`src/rtl/load_store_unit.sv`:
```
// load_store_unit
// ---------------
// Bridges execute and data memory and owns the register file write port.
// One load/store request is accepted at a time over a valid/ready handshake.
// Each request is turned into a word-aligned memory access with byte enables;
// loads are sign- or zero-extended and written back in a single WB cycle.
//
// Ports:
//   clk, rst_n                 clock (rising edge), asynchronous active-low reset
//   req_valid / req_ready      request handshake from execute
//   req_is_store, req_funct3   access kind and RV32I width code
//   req_addr, req_wdata        byte address and right-aligned store data
//   req_rd                     load destination register
//   mem_valid / mem_ready      memory request handshake
//   mem_we, mem_addr           write flag and word address
//   mem_wdata, mem_be          lane-replicated store data and byte enables
//   mem_rvalid, mem_rdata      read data return
//   WE3, AD3, WD3              register file write port
//   busy                       high whenever the unit is not idle
//   err                        one-cycle pulse on misaligned/illegal request
module load_store_unit #(
   parameter int ADDRESS_WIDTH = 5,
   parameter int DATA_WIDTH    = 32
) (
   input  logic                     clk,
   input  logic                     rst_n,
   input  logic                     req_valid,
   output logic                     req_ready,
   input  logic                     req_is_store,
   input  logic [2:0]               req_funct3,
   input  logic [DATA_WIDTH-1:0]    req_addr,
   input  logic [DATA_WIDTH-1:0]    req_wdata,
   input  logic [ADDRESS_WIDTH-1:0] req_rd,
   output logic                     mem_valid,
   input  logic                     mem_ready,
   output logic                     mem_we,
   output logic [DATA_WIDTH-1:0]    mem_addr,
   output logic [DATA_WIDTH-1:0]    mem_wdata,
   output logic [3:0]               mem_be,
   input  logic                     mem_rvalid,
   input  logic [DATA_WIDTH-1:0]    mem_rdata,
   output logic                     WE3,
   output logic [ADDRESS_WIDTH-1:0] AD3,
   output logic [DATA_WIDTH-1:0]    WD3,
   output logic                     busy,
   output logic                     err
);

   typedef enum logic [2:0] {IDLE, ERR, REQ, WAIT, WB} state_t;

   state_t                   state_reg, state_next;
   logic                     is_store_reg;
   logic [2:0]               funct3_reg;
   logic [DATA_WIDTH-1:0]    addr_reg;
   logic [DATA_WIDTH-1:0]    wdata_reg;
   logic [DATA_WIDTH-1:0]    rdata_reg;
   logic [ADDRESS_WIDTH-1:0] rd_reg;

   logic                     illegal;
   logic                     rdata_take;
   logic [DATA_WIDTH-1:0]    byte_rep;
   logic [DATA_WIDTH-1:0]    half_rep;
   logic [DATA_WIDTH-1:0]    store_wdata;
   logic [3:0]               store_be;
   logic [DATA_WIDTH-1:0]    rdata_shifted;
   logic [DATA_WIDTH-1:0]    load_fmt;

   // Request legality is judged on the live request so the decision is
   // made in the accept cycle.
   always_comb begin
      illegal = 1'b0;
      case (req_funct3)
         3'b000:         illegal = 1'b0;
         3'b001, 3'b101: illegal = req_addr[0] | (req_is_store & req_funct3[2]);
         3'b010:         illegal = |req_addr[1:0];
         3'b100:         illegal = req_is_store;
         default:        illegal = 1'b1;
      endcase
   end

   // Lane replication of store data: every byte lane carries the store byte,
   // every halfword lane carries the store halfword.
   genvar gi;
   generate
      for (gi = 0; gi < 4; gi++) begin : g_byte_lane
         assign byte_rep[gi*8 +: 8] = wdata_reg[7:0];
      end
      for (gi = 0; gi < 2; gi++) begin : g_half_lane
         assign half_rep[gi*16 +: 16] = wdata_reg[15:0];
      end
   endgenerate

   always_comb begin
      case (funct3_reg[1:0])
         2'b00: begin
            store_be    = 4'b0001 << addr_reg[1:0];
            store_wdata = byte_rep;
         end
         2'b01: begin
            store_be    = addr_reg[1] ? 4'b1100 : 4'b0011;
            store_wdata = half_rep;
         end
         default: begin
            store_be    = 4'b1111;
            store_wdata = wdata_reg;
         end
      endcase
   end

   // Move the addressed byte/halfword down to bit 0, then extend.
   assign rdata_shifted = mem_rdata >> {addr_reg[1:0], 3'b000};

   always_comb begin
      case (funct3_reg)
         3'b000:  load_fmt = {{(DATA_WIDTH-8){rdata_shifted[7]}}, rdata_shifted[7:0]};
         3'b100:  load_fmt = {{(DATA_WIDTH-8){1'b0}}, rdata_shifted[7:0]};
         3'b001:  load_fmt = {{(DATA_WIDTH-16){rdata_shifted[15]}}, rdata_shifted[15:0]};
         3'b101:  load_fmt = {{(DATA_WIDTH-16){1'b0}}, rdata_shifted[15:0]};
         default: load_fmt = mem_rdata;
      endcase
   end

   // Next state and outputs. Data outputs are forced to zero outside the
   // state that presents them, so an idle (or freshly reset) unit shows
   // all-zero outputs apart from req_ready.
   always_comb begin
      state_next = state_reg;
      req_ready  = 1'b0;
      mem_valid  = 1'b0;
      mem_we     = 1'b0;
      mem_addr   = '0;
      mem_wdata  = '0;
      mem_be     = '0;
      WE3        = 1'b0;
      AD3        = '0;
      WD3        = '0;
      err        = 1'b0;
      rdata_take = 1'b0;
      case (state_reg)
         IDLE: begin
            req_ready = 1'b1;
            if (req_valid) begin
               state_next = illegal ? ERR : REQ;
            end
         end
         ERR: begin
            err        = 1'b1;
            state_next = IDLE;
         end
         REQ: begin
            mem_valid = 1'b1;
            mem_we    = is_store_reg;
            mem_addr  = {addr_reg[DATA_WIDTH-1:2], 2'b00};
            mem_be    = is_store_reg ? store_be : 4'b1111;
            mem_wdata = is_store_reg ? store_wdata : '0;
            if (mem_ready) begin
               if (is_store_reg) begin
                  state_next = IDLE;
               end else if (mem_rvalid) begin
                  // Read data returned in the same cycle as the accept.
                  rdata_take = 1'b1;
                  state_next = WB;
               end else begin
                  state_next = WAIT;
               end
            end
         end
         WAIT: begin
            if (mem_rvalid) begin
               rdata_take = 1'b1;
               state_next = WB;
            end
         end
         WB: begin
            AD3        = rd_reg;
            WD3        = rdata_reg;
            WE3        = |rd_reg;
            state_next = IDLE;
         end
         default: state_next = IDLE;
      endcase
   end

   assign busy = (state_reg != IDLE);

   always_ff @(posedge clk or negedge rst_n) begin
      if (!rst_n) begin
         state_reg    <= IDLE;
         is_store_reg <= 1'b0;
         funct3_reg   <= '0;
         addr_reg     <= '0;
         wdata_reg    <= '0;
         rd_reg       <= '0;
         rdata_reg    <= '0;
      end else begin
         state_reg <= state_next;
         if (state_reg == IDLE && req_valid) begin
            is_store_reg <= req_is_store;
            funct3_reg   <= req_funct3;
            addr_reg     <= req_addr;
            wdata_reg    <= req_wdata;
            rd_reg       <= req_rd;
         end
         if (rdata_take) begin
            rdata_reg <= load_fmt;
         end
      end
   end

endmodule
```
`config.mk`:
```
export PLATFORM = sky130hd
export DESIGN_NAME = load_store_unit
export DESIGN_NICKNAME = d
export VERILOG_FILES = /design/src/rtl/load_store_unit.sv
export SDC_FILE = /design/constraint.sdc
export NUM_CORES = 1
export LEC_CHECK = 0
export CORE_MARGIN = 10
export CORE_UTILIZATION = 40
export CTS_CLUSTER_DIAMETER = 30
export DETAILED_ROUTE_END_ITERATION = 7
export GPL_ROUTABILITY_DRIVEN = 0
export PLACE_DENSITY = 0.84
export SYNTH_ARGS = -nofsm -noshare
export SYNTH_HDL_FRONTEND = slang
export SYNTH_SLANG_ARGS = --single-unit
```
`constraint.sdc`:
```
create_clock -name clk -period 1.8 [get_ports clk]
set_input_delay 0.27 -clock clk [delete_from_list [all_inputs] [get_ports clk]]
set_output_delay 0.27 -clock clk [all_outputs]
set_load 0.05 [all_outputs]
```
# Word level (Yosys, flattened, before mapping)
# Index checks and enable logic that the tools add are counted.
[op_classes]
eq_ne = 15
n_shift = 2
muxes = 28
bitwise_logic = 2
n_reduce_logical = 10
[op_table]
columns = ["cell", "n"]
rows = [
  ["$mux W32", 4],
  ["$pmux W32 S4", 1],
  ["$pmux W32 S2", 1],
  ["$shr A32 B5 Y16", 1],
  ["$eq A3 B3 Y1 const B", 5],
  ["$mux W3", 5],
  ["$mux W4", 3],
  ["$eq A3 B1 Y1 const B", 3],
  ["$eq A3 B2 Y1 const B", 3],
  ["$logic_not A3 Y1", 3],
  ["$pmux W3 S3", 1],
  ["$mux W1", 8],
  ["$pmux W4 S2", 1],
  ["$ne A2 B2 Y1 const B", 3],
  ["$mux W5", 1],
  ["$reduce_or A5 Y1", 1],
  ["$pmux W1 S4", 1],
  ["$reduce_or A2 Y1", 2],
  ["$shl A1 B2 Y4 const A", 1],
  ["$reduce_and A3 Y1", 1],
  ["$reduce_bool A3 Y1", 1],
  ["$eq A2 B1 Y1 const B", 1],
  ["$logic_not A2 Y1", 1],
  ["$mux W2", 1],
  ["4 further kinds", 4],
]
[totals]
reg_bits = 108
output_inout_bits = 111
elab_cells = 64

# Depth between registers and ports, before layout
[logic_depth]
ltp_word = 6
depth_mapped = 8

# Worst setup path before layout
# No wires, ideal clock.
[synth_timing]
path_kind = "reg-to-reg"
start = "register state_reg[1]"
end = "register addr_reg[30]"
setup_ns = 0.125
t_arrival_ns = 2.136
path_slack_ns = -0.461
path_stages_with_launch = 8
n_path_buf = 4
period_less_slack_ns = 2.261
path_cell_list = "dfrtp_1 buf_2 nor3_2 and2_1 buf_2 buf_4 buf_4 mux2_2"
[synth_between]
elab_chain_cells = 2
[synth_rtl]
columns = ["item", "line", "source"]
rows = [
  ["from (decl)", "51", "state_t state_reg, state_next;"],
  ["from (signal assigned)", "196", "state_reg <= state_next;"],
  ["$logic_not A3 Y1", "197", "if (state_reg == IDLE && req_valid) begin"],
  ["$logic_and A1 B1 Y1", "197", ""],
  ["to (signal assigned)", "200", "addr_reg <= req_addr;"],
  ["to (decl)", "54", "logic [DATA_WIDTH-1:0] addr_reg;"],
]
# Every way passes these cells.
# A chain may end at the register's enable or synchronous reset.

# Worst setup path in the final report
[layout_timing]
start = "register funct3_reg[1]"
end = "output mem_wdata[9]"
[layout_between]
elab_chain_cells = 4
elab_cells_between_ends = 5
[layout_rtl]
columns = ["item", "line", "source"]
rows = [
  ["from (decl)", "53", "logic [2:0] funct3_reg;"],
  ["from (signal assigned)", "199", "funct3_reg <= req_funct3;"],
  ["$eq A2 B1 Y1 or $logic_not A2 Y1 (tied branches)", "94", "case (funct3_reg[1:0])"],
  ["$pmux W32 S2 *", "94", ""],
  ["$mux W32 *", "155", "mem_wdata = is_store_reg ? store_wdata : '0;"],
  ["$mux W32 *", "139", "case (state_reg)"],
  ["to (decl)", "38", "output logic [DATA_WIDTH-1:0] mem_wdata,"],
]
# Every way passes the cells marked *; elsewhere a longest branch is shown, timed or not.

==> run_results.csv <==
group,metric,value,unit
critical_path,crit_path_frequent_cell,"buf_12",
critical_path,ff_to_ff_setup_slack,-0.02,ns
synth,postSynthCellCount,578,
critical_path,crit_path_start_kind,"flip-flop",
clocking,tritoncts,"built",
finish,layout-drive-gt1-share,51.6,%
clocking,cts.hold.buffers_added,0,
routing,1st_pass_router_iterations,5,
floorplanning,io_pins,221,
finish,filler_cell_count,775,
grt,grt_antenna_before_repair,2,
synth,yosysSeqAreaShare,45.9,%
synth,post_synth.cell_area_avg,10.2,um2
synth,async_reset_ff_share,100,%
pwr,cellLeakagePower,4.86,nW
pwr,design_power_total,21.6,mW
finish,fin_cells,1020,
clocking,clock_insertion_delay_worst_skew,0.36,ns
worst_hold_path,path_type_of_the_worst_min_delay_path,"primary input to async pin",
synth,netlist_top_cells_count,"dfrtp_1, mux2_2, nand2_1",
routing,drt_drc,0,
grt,grt_remaining_overflow,0,
floorplanning,coreArea,0.0145,mm2
outcome,failed_checks,"negative hold slack, negative setup slack",
timing,finClkSkew,0.00558,ns
timing,timing.final.setup_violations,106,
synth,ys_types,42,
pwr,power.density,1880,mW/mm2
synth,syn-cell-area,0.00589,mm2
clocking,cts_made_buffers,9,
synth,number_of_enable_type_register_cells_in_the_synthesized_netlist,0,
floorplanning,fp.dieArea,0.0200,mm2
critical_path,data_required_time_of_the_critical_path,1.53,ns
timing,timing.slew.headroom,58.3,%
place,dpl-instance-area,0.0100,mm2
finish,final_net_count,941,
critical_path,timing.rr.start,"state_reg[0]",
routing,via_count,5760,
routing,route.detailed.wl_per_inst,24.2,um
finish,layout.area.seq,0.00271,mm2
clocking,clock_tree.root_cell,"clkbuf_16",
floorplanning,placementRows,44,
finish,non_filler_cell_area_final,0.0115,mm2
clocking,clock_sink_count,108,
floorplanning,die_height,141,um
timing,finalWorstPathRequiredPeriod,2.06,ns
clocking,clkTransAtPathRegs,0.07,ns
outcome,status,"complete, but fails checks",
routing,via_per_inst,5.65,
place,detailed_place_hpwl,15400,um
routing,initialDrtViolationCount,366,
place,port-buffer-count,218,
routing,postRouteWirelength,24700,um
grt,grt_start_max_net_pins,109,
timing,worst_slew_pin_slew,0.626,ns
place,placed_cells_incl_taps,971,
pwr,ir_drop,0.00161,V
timing,hold_ws,-0.0152,ns
finish,multi_input_area,0.00387,mm2
floorplanning,start_util,40.7,%
synth,ys_seq_elements,108,
critical_path,crit_path_max_fanout,32,
critical_path,worst_path_largest_cell_delay,0.46,ns
clocking,htreeDepth,3,
critical_path,setup.worst_path.end_class,"output pin",
critical_path,critical_path_s_slowest_cell,"dfrtp_2",
timing,setup_tns,-11.25,ns
synth,synthDominantAreaCellType,"dfrtp_1",
synth,yosysWarnings,0,
critical_path,crit_path_cell_trace,"buf_12 -> o21ai_0 -> a21oi_4 -> buf_12",
critical_path,worst-r2r-cell-count,6,
critical_path,crit_arrival,1.79,ns
timing,rsz_0062_raised_after_global_routing,"true",
grt,globalRouteTotalUtil,22.0,%
synth,postSynth.topFlopCell,"dfrtp_1",
timing,max_frequency,486,MHz
critical_path,crit_type,"flip-flop to output pin",
critical_path,crit-reg2reg-capture,"wdata_reg[26]",
finish,syn_to_final_growth,94.7,%
timing,timing.final.max_slew_violations,0,
finish,final_standard_cell_utilization_of_the_core,79.2,%
timing,post-route-period-util,114,%
grt,grt_pass1_wl,34800,um
synth,yosysMostFrequentCell,"dfrtp_1",
clocking,clockBufferDepth,2,
grt,grt_pass1_vias,6120,
timing,worst_slack,-0.258,ns
synth,synth.top_cell.area_share,45.9,%
job,max-cap-violations,0,
floorplanning,die_x_extent,141,um
synth,yosys-top-cells-area,"dfrtp_1, mux2_2, and3_1, mux2i_1, nand2_1",
timing,final-hold-violation-count,27,
routing,antenna_violating_nets_post_route,0,
[cells by family (layout without fill, tap and decap cells)]
logic type,after synthesis,in the layout,synth area share (%)
flops,108,108,45.9
compound gates,112,112,13.1
buf+inv,63,318,5.07
other cells,1,3,0.0636
mux,104,104,19.5
simple gates,190,191,16.4
[final cells by class]
type                    instances  area share, %
clock inverters                 5          0.524
multi-input cells             409           33.8
diodes                          1         0.0218
clock buffers                  10           2.08
repair buffers                293           37.5
well taps                     184           2.01
flip-flops and latches        108           23.6
inverters                      10          0.502
[through the flow]
step,hold WS [ns],setup WS (ns)
floorplan,-0.0256,-0.268
detailed placement,0.403,-0.145
CTS,0.0232,-0.149
global route,0.0467,-0.260
global placement,0.399,-0.103
finish,-0.0152,-0.258
[placed cells by master (no fill, tap or decap), types with 23 or more instances in the layout]
cell type / synthesis / final
o21ai_0: 36 / 30
buf_12: 0 / 124
dfrtp_1: 108 / 102
nand2_1: 63 / 61
mux2i_1: 26 / 23
mux2_4: 0 / 68
and2_4: 0 / 31
clkdlybuf4s50_1: 0 / 108
and3_4: 0 / 45
buf_4: 9 / 36
[worst max-delay path, delay by kind of cell (launching register included)]
kind | cells | cell delay, ns
buffers and inverters | 2 | 0.36
flip-flops | 1 | 0.46
AO/OA/AOI/OAI | 2 | 0.58
[power by group]
group          switching (mW)  internal (mW)
clock                   0.952           1.12
sequential               1.10           3.66
combinational            7.28           7.48
[worst max path at each step]
stage,from,end,slack [ns],cells past startpoint
after floorplan,addr_reg[1],mem_be[0],-0.27,5
final,funct3_reg[1],mem_wdata[9],-0.26,4
after global placement,mem_rdata[23],rdata_reg[31],-0.10,5
after detailed placement,mem_rdata[23],rdata_reg[20],-0.15,5
after global routing,funct3_reg[1],mem_wdata[9],-0.26,4
after CTS,state_reg[0],mem_wdata[10],-0.15,7
[metal layers]
metal,GRT usage [%],wire (um),vias to the layer above
met5,0,13,-
met4,8.28,702,2
met3,8.98,2490,51
met2,37.3,12500,281
met1,24.2,8920,2868
li1,-,-,2558
[what timing repair did]
item,in CTS,in global routing
buffers inserted,9,9
endpoints found under the hold margin,0,0
cloned,5,12
endpoints found under the setup margin,106,129
pin swaps,17,29
resized for setup,95,83
(Power assumes the default switching activity.)
